**config.mk**
```make
export PLATFORM = sky130hd
export DESIGN_NAME = ax_lf_adder_pipe
export DESIGN_NICKNAME = d
export VERILOG_FILES = /design/src/rtl/ax_adder_pkg.sv /design/src/rtl/ax_lf_prefix_tree.sv /design/src/rtl/ax_lf_adder_pipe.sv
export SDC_FILE = /design/constraint.sdc
export NUM_CORES = 1
export LEC_CHECK = 0
export BUFFER_PORTS_ARGS = -buffer_cell sky130_fd_sc_hd__buf_2
export CAP_MARGIN = 30
export CORE_MARGIN = 4
export CORE_UTILIZATION = 55
export DETAILED_ROUTE_END_ITERATION = 6
export PLACE_DENSITY = 0.88
export SLEW_MARGIN = 20
export SYNTH_ARGS = -nofsm -noshare
export SYNTH_HDL_FRONTEND = slang
export SYNTH_SLANG_ARGS = --single-unit
```
**constraint.sdc**
```tcl
create_clock -name clk -period 2 [get_ports clk]
set_input_delay 0.1 -clock clk [delete_from_list [all_inputs] [get_ports clk]]
set_output_delay 0.1 -clock clk [all_outputs]
set_load 0.01 [all_outputs]
```
**src/rtl/ax_adder_pkg.sv**
```systemverilog
// Shared helpers for the approximate Ladner-Fischer adder.
//   pg_combine   : prefix operator on {g,p} pairs (hi group absorbs lo group)
//   lf_levels    : number of prefix levels for a given width
//   seg_level_lo : first prefix level evaluated by a pipeline segment
package ax_adder_pkg;

  // {g,p} o {g,p}: the hi group generates, or propagates the lo group's generate.
  function automatic logic [1:0] pg_combine(input logic [1:0] hi, input logic [1:0] lo);
    return {hi[1] | (hi[0] & lo[1]), hi[0] & lo[0]};
  endfunction

  function automatic int lf_levels(input int width);
    return $clog2(width);
  endfunction

  // Segment s is the combinational logic feeding register rank s+1.
  // With one stage everything sits in segment 0. Otherwise segment 0 only
  // forms p/g and the levels are spread evenly over segments 1..stages-1.
  // Segment s evaluates levels [seg_level_lo(s), seg_level_lo(s+1)).
  function automatic int seg_level_lo(input int seg, input int stages, input int levels);
    if (seg <= 0)       return 0;
    if (seg >= stages)  return levels;
    return ((seg - 1) * levels) / (stages - 1);
  endfunction

endpackage

```
**src/rtl/ax_lf_prefix_tree.sv**
```systemverilog
// Combinational slice of a Ladner-Fischer (minimum-depth) prefix tree over
// bits LO..WIDTH-1. Only levels LV_LO..LV_HI-1 are evaluated here, so the top
// level can cut the tree between register ranks. With CI_EN the group
// carry-in is folded into bit LO first (g_LO |= p_LO & ci), after which the
// group generate at bit i equals the carry into bit i+1.
// Bits below LO pass through untouched.
//   g, p   : group generate/propagate entering this slice
//   ci     : group carry-in (used only when CI_EN)
//   g_o,p_o: group generate/propagate after this slice
module ax_lf_prefix_tree
  import ax_adder_pkg::*;
#(
  parameter int WIDTH = 16,
  parameter int LO    = 0,
  parameter int LV_LO = 0,
  parameter int LV_HI = lf_levels(WIDTH),
  parameter bit CI_EN = 1'b1
) (
  input  logic [WIDTH-1:0] g,
  input  logic [WIDTH-1:0] p,
  input  logic             ci,
  output logic [WIDTH-1:0] g_o,
  output logic [WIDTH-1:0] p_o
);

  logic [WIDTH-1:0] gv, pv, gn, pn;
  logic [1:0]       r;

  always_comb begin
    gv = g;
    pv = p;
    gn = g;
    pn = p;
    r  = '0;
    if (CI_EN) gv[LO] = g[LO] | (p[LO] & ci);
    for (int l = LV_LO; l < LV_HI; l++) begin
      gn = gv;
      pn = pv;
      for (int i = LO; i < WIDTH; i++) begin
        // Nodes in the upper half of each 2^(l+1) block absorb the last
        // node of the lower half.
        if ((((i - LO) >> l) & 1) != 0) begin
          r = pg_combine({gv[i], pv[i]},
                         {gv[LO + ((((i - LO) >> l) << l) - 1)],
                          pv[LO + ((((i - LO) >> l) << l) - 1)]});
          gn[i] = r[1];
          pn[i] = r[0];
        end
      end
      gv = gn;
      pv = pn;
    end
    g_o = gv;
    p_o = pv;
  end

endmodule

```
**src/rtl/ax_lf_adder_pipe.sv**
```systemverilog
// Pipelined Ladner-Fischer adder with per-transaction approximate mode.
// Exact and approximate carries are computed side by side; the approximate
// path replaces carries into bits 1..K with g_{i-1} and runs an LF tree over
// bits K..WIDTH-1 seeded by c_K. out_err flags a differing {cout,sum}.
//   clk, rst_n          : clock, async active-low reset
//   in_valid/in_ready   : operand handshake (in_a, in_b, in_cin, in_approx)
//   out_valid/out_ready : result handshake (out_sum, out_cout, out_err)
//   err_clr             : synchronous clear of err_cnt
//   err_cnt             : saturating count of delivered erroneous results
module ax_lf_adder_pipe
  import ax_adder_pkg::*;
#(
  parameter int WIDTH       = 16,
  parameter int K           = 4,
  parameter int PIPE_STAGES = 2,
  parameter int ERR_CNT_W   = 16
) (
  input  logic                 clk,
  input  logic                 rst_n,
  input  logic                 in_valid,
  output logic                 in_ready,
  input  logic [WIDTH-1:0]     in_a,
  input  logic [WIDTH-1:0]     in_b,
  input  logic                 in_cin,
  input  logic                 in_approx,
  output logic                 out_valid,
  input  logic                 out_ready,
  output logic [WIDTH-1:0]     out_sum,
  output logic                 out_cout,
  output logic                 out_err,
  input  logic                 err_clr,
  output logic [ERR_CNT_W-1:0] err_cnt
);

  localparam int LV = lf_levels(WIDTH);

  // lowc holds c_0..c_K of the approximate path (c_0 = cin, c_i = g_{i-1}).
  typedef struct packed {
    logic             mode;
    logic [K:0]       lowc;
    logic [WIDTH-1:0] p;
    logic [WIDTH-1:0] ge;
    logic [WIDTH-1:0] pe;
    logic [WIDTH-1:0] ga;
    logic [WIDTH-1:0] pa;
  } stage_t;

  logic                   adv;
  logic [PIPE_STAGES-1:0] vld_q;
  logic [PIPE_STAGES:0]   vld_pipe;

  // Whole pipe moves together; it only stalls when the output is held.
  assign adv       = !out_valid | out_ready;
  assign in_ready  = adv;
  assign vld_pipe  = {vld_q, in_valid};
  assign out_valid = vld_pipe[PIPE_STAGES];

  always_ff @(posedge clk or negedge rst_n) begin
    if (!rst_n)   vld_q <= '0;
    else if (adv) vld_q <= vld_pipe[PIPE_STAGES-1:0];
  end

  stage_t src0;

  always_comb begin
    src0      = '0;
    src0.mode = in_approx;
    src0.p    = in_a ^ in_b;
    src0.pe   = in_a ^ in_b;
    src0.pa   = in_a ^ in_b;
    src0.ge   = in_a & in_b;
    src0.ga   = in_a & in_b;
    src0.lowc[0] = in_cin;
    for (int i = 1; i <= K; i++) src0.lowc[i] = in_a[i-1] & in_b[i-1];
  end

  for (genvar s = 0; s < PIPE_STAGES; s++) begin : g_seg
    stage_t           din, dout;
    logic [WIDTH-1:0] ge_o, pe_o, ga_o, pa_o;

    if (s == 0) begin : g_src
      assign din = src0;
    end else begin : g_reg
      always_ff @(posedge clk or negedge rst_n) begin
        if (!rst_n)   din <= '0;
        else if (adv) din <= g_seg[s-1].dout;
      end
    end

    ax_lf_prefix_tree #(
      .WIDTH(WIDTH), .LO(0),
      .LV_LO(seg_level_lo(s, PIPE_STAGES, LV)),
      .LV_HI(seg_level_lo(s + 1, PIPE_STAGES, LV)),
      .CI_EN(s == 0)
    ) u_exact (
      .g(din.ge), .p(din.pe), .ci(din.lowc[0]), .g_o(ge_o), .p_o(pe_o)
    );

    ax_lf_prefix_tree #(
      .WIDTH(WIDTH), .LO(K),
      .LV_LO(seg_level_lo(s, PIPE_STAGES, LV)),
      .LV_HI(seg_level_lo(s + 1, PIPE_STAGES, LV)),
      .CI_EN(s == 0)
    ) u_apx (
      .g(din.ga), .p(din.pa), .ci(din.lowc[K]), .g_o(ga_o), .p_o(pa_o)
    );

    always_comb begin
      dout    = din;
      dout.ge = ge_o;
      dout.pe = pe_o;
      dout.ga = ga_o;
      dout.pa = pa_o;
    end
  end

  stage_t           fin;
  logic [WIDTH:0]   ce, ca;
  logic [WIDTH-1:0] sum_nx;
  logic             cout_nx, err_nx;
  logic             unused_pp;

  assign fin       = g_seg[PIPE_STAGES-1].dout;
  // Final group propagates are not needed once carries are resolved.
  assign unused_pp = ^{fin.pe, fin.pa};

  always_comb begin
    ce      = {fin.ge, fin.lowc[0]};
    ca      = {fin.ga, fin.lowc[0]};
    ca[K:0] = fin.lowc;
    sum_nx  = fin.p ^ (fin.mode ? ca[WIDTH-1:0] : ce[WIDTH-1:0]);
    cout_nx = fin.mode ? ca[WIDTH] : ce[WIDTH];
    // Same p on both paths, so {cout,sum} differ exactly when carries differ.
    err_nx  = fin.mode & (ca != ce);
  end

  always_ff @(posedge clk or negedge rst_n) begin
    if (!rst_n) begin
      out_sum  <= '0;
      out_cout <= 1'b0;
      out_err  <= 1'b0;
    end else if (adv) begin
      out_sum  <= sum_nx;
      out_cout <= cout_nx;
      out_err  <= err_nx;
    end
  end

  // Clear has priority over a coincident counted delivery.
  always_ff @(posedge clk or negedge rst_n) begin
    if (!rst_n)
      err_cnt <= '0;
    else if (err_clr)
      err_cnt <= '0;
    else if (out_valid && out_ready && out_err && (err_cnt != '1))
      err_cnt <= err_cnt + 1'b1;
  end

endmodule

```
==> summary.txt <==
Run status
  • Status: finished, final reports clean

Synthesis
  • Most used DFF post-synth: dfrtp_1
  • Yosys reg bits: 72
  • Post-synthesis sequential area ratio: 46.39%
  • Synth top area cells: dfrtp_1 (46%), nand2_1 (11%), ha_1 (5.5%), a21oi_1 (3.2%), xnor2_1 (2.5%)
  • Avg Synthesized Cell Area: 8.949 um2
  • Number of synthesized flops with an enable pin: 0
  • Cells after Synth: 434
  • Yosys top cell by area: dfrtp_1
  • Share of the synthesized area in the top cell type: 46.39%
  • Syn nets: 490
  • Async SR Flop Fraction: 100.0%
  • Netlist cell types: 62
  • Cell area after synthesis: 0.003884 mm2
  • Yosys Warn Count: 0

Global route
  • Initial antenna violation count: 0
  • Overall Global Routing Usage: 22.57%
  • Largest net degree at the start of global routing: 48
  • GR Layer Usage met1: 28.78%
  • First-pass GRT wire length: 15510 um
  • Overflow after GRT: 0
  • GR peak layer: met2
  • Routing usage on met3: 4.594%
  • Vias in the first global route: 3436
  • Grt met2 use: 36.31%

Setup path
  • WP buf/inv: 0
  • Worst reg2reg setup slack: 0.11 ns
  • CP Max Fanout: 7
  • Worst path top cell family by delay: simple AND/OR/NAND/NOR gates
  • Worst path depth: 5
  • R2r startpoint: g_seg[1].din[7]
  • Max stage delay on crit path: 0.49 ns
  • CP max stage cell: o211ai_1
  • Setup CP Type: register to register
  • Reg-to-Reg End: out_sum[9]
  • Setup crit start: g_seg[1].din[7]
  • Worst setup path endpoint: out_sum[9]
  • CP most frequent cell: nand2_1
  • Critical Path AT: 2.17 ns
  • Crit path capture type: register
  • Critical Path RT: 2.28 ns
  • Critical path cell sequence: nand2_1 > o211ai_1 > nand2_1 > or4_1 > nand3_1
  • Reg2Reg Depth: 5
  • Critical Path Source Type: register

Floorplanning
  • Initial Utilization: 56.85%
  • Core ar.: 0.006832 mm2
  • Die Height: 92.03 um
  • FP Rows: 30
  • Die Width: 92.03 um
  • I/O pin cnt: 75
  • Die area: 0.008470 mm2

Routing
  • Vias: 3575
  • Total wire length: 9122 um
  • DRC Markers: 0
  • DR WL/cell: 14.83 um
  • DR vias/cell: 5.813
  • Drt first pass iters: 5
  • Initial DRC count: 201
  • Post-DRT Antenna Nets: 0

STA
  • Pins Over Slew Limit: 0
  • Tightest Pin Transition: 0.6229 ns
  • Final Hold Fails: 0
  • Fmax achieved: 530.4 MHz
  • WHS: 0.06311 ns
  • Tmin final: 1.885 ns
  • Final worst-path cycle share: 94.26%
  • Worst Clk Skew: 0.01215 ns
  • Slew headroom: 58.48%
  • Setup tns final: 0 ns
  • Setup violators final: 0
  • RSZ-0062 raised after global routing: false

Clocking
  • TritonCTS clock tree: built
  • Latest clock arrival within the worst-skew pair: 0.35 ns
  • Clock Pin Slew Worst Setup and Hold Paths: 0.08 ns
  • Htree depth: 3
  • Clock root buffer: clkbuf_8
  • Clock sink count: 72
  • Cts bufs inserted: 9
  • Clock Tree Buf Depth: 2

Placed design
  • IO buf count: 74
  • Routability cong.: 0.9584
  • Post-Place Cell Area: 0.004404 mm2
  • Hpwl dp: 6627 um

Power
  • Design Power: 0.004052 W
  • Pwr Density: 870.6 mW/mm2
  • Peak VDD IR: 0.6282 mV
  • Static Leak: 2.249 nW

Cells and area
  • Post-layout instance area: 0.004654 mm2
  • # diodes: 0
  • Final-stage net count: 570
  • Final design utilization: 68.13%
  • Synthesis-to-finish area growth: 19.85%
  • Share of cells above drive strength 1: 22.93%

Job
  • Max-cap viol count: 0

Min path
  • Hold Crit Class: input pin to register
  • Hold path depth: 4
-- layer usage --
metal	up-vias	wire [um]
met2	155	4414
met3	25	680
met1	1697	3803
li1	1698	-
met5	-	0
met4	0	223
-- power breakdown --
| part | switching (W) | internal [W] | leakage, nW |
|---|---|---|---|
| combinational | 0.000600 | 0.000460 | 1.25 |
| clock | 0.000518 | 0.000552 | 0.0927 |
| sequential | 0.000234 | 0.00169 | 0.906 |
| total | 0.00135 | 0.00270 | 2.25 |
-- logic make-up (layout without fill, tap and decap cells) --
kind of cell	after synthesis	after routing	share of synthesized area, %
AOI/OAI and AO/OA	96	96	16.72
xor gates and xnor gates	16	16	3.608
adders and majority gates	17	17	5.477
buffers and inverters	31	116	3.351
DFF	72	72	46.39
muxes	2	2	0.5155
and+or+nand+nor	200	200	23.94
-- final cells by class --
type | count | area (um2)
inverter | 10 | 41.29
fill | 528 | 2177
multi-input combinational | 331 | 1981
tap | 96 | 120.1
sequential | 72 | 1802
timing repair buffer | 90 | 525.5
clock buffer | 14 | 172.7
clock inverter | 2 | 12.51
-- worst min-delay path by stage --
stage	startpoint	slack [ns]	endpoint
global placement	rst_n	0.14	err_cnt[14]
CTS	in_b[11]	0.05	g_seg[1].din[11]
finish	in_b[5]	0.06	g_seg[1].din[5]
floorplan	rst_n	-0.20	ca[0]
detailed placement	rst_n	0.15	err_cnt[14]
global route	in_b[10]	0.08	g_seg[1].din[10]
-- synthesized netlist by cell type (2+ instances only) --
master / instances
nand2_1: 118
dfrtp_1: 72
a21oi_1: 25
ha_1: 17
nor2_1: 16
o21ai_0: 15
nor3_1: 14
nand3_1: 13
clkbuf_1: 12
xnor2_1: 11
inv_1: 10
a211oi_1: 8
buf_1: 5
nand4_1: 5
o22ai_1: 5
xor2_1: 5
a211o_1: 4
a21o_1: 4
a31oi_1: 4
nor3b_1: 4
o211ai_1: 4
or4_1: 4
and2_1: 3
and3_1: 3
o21a_1: 3
a211oi_2: 2
a221oi_1: 2
buf_2: 2
mux2i_1: 2
nand2b_1: 2
nand3b_1: 2
nand4_2: 2
nor4_1: 2
o21ai_1: 2
o21bai_1: 2
o2bb2ai_1: 2
o31ai_1: 2
or3_1: 2
-- timing repair --
action                                 CTS  global route
setup endpoints to repair                0             9
hold buffers                             4             0
resized for setup                        0             6
endpoints found under the hold margin   28             0
buffers inserted                         0             0
-- state kept, by name, indices dropped and copies added (netlist names) --
name / count
err_cnt: 16
out_cout: 1
vld_q: 2
out_sum: 16
out_err: 1
fin: 1
g_seg.din: 31
ca: 4
-- worst register-to-register path: stages, from the launching register on --
cell	delay, ns
dfrtp_1	0.47
nand2_1	0.15
o211ai_1	0.49
nand2_1	0.17
or4_1	0.43
nand3_1	0.10
-- cells in the final DEF, fill, tap and decap left out, types with 4 or more instances in the layout --
| cell | n |
|---|---|
| a21oi_1 | 24 |
| nand3_1 | 13 |
| o22ai_1 | 5 |
| nand2_1 | 118 |
| clkbuf_8 | 12 |
| or4_1 | 4 |
| buf_2 | 74 |
| a31oi_1 | 4 |
| nor2_1 | 16 |
| ha_1 | 17 |
| dfrtp_1 | 72 |
| a21o_1 | 4 |
| o211ai_1 | 4 |
| a211oi_1 | 8 |
| inv_1 | 9 |
| a211o_1 | 4 |
| xor2_1 | 5 |
| o21ai_0 | 14 |
| buf_4 | 10 |
| xnor2_1 | 11 |
| nor3_1 | 14 |
| nor3b_1 | 4 |
| dlygate4sd3_1 | 4 |
| nand4_1 | 5 |
-- through the flow --
step	std cells	setup slack (ns)
after floorplan	434	0.2565
after global placement	595	0.1839
after detailed placement	595	0.1288
after CTS	615	0.04664
after global routing	615	0.004234
final	615	0.1148
No activity file was read; power rests on OpenSTA's default activity.
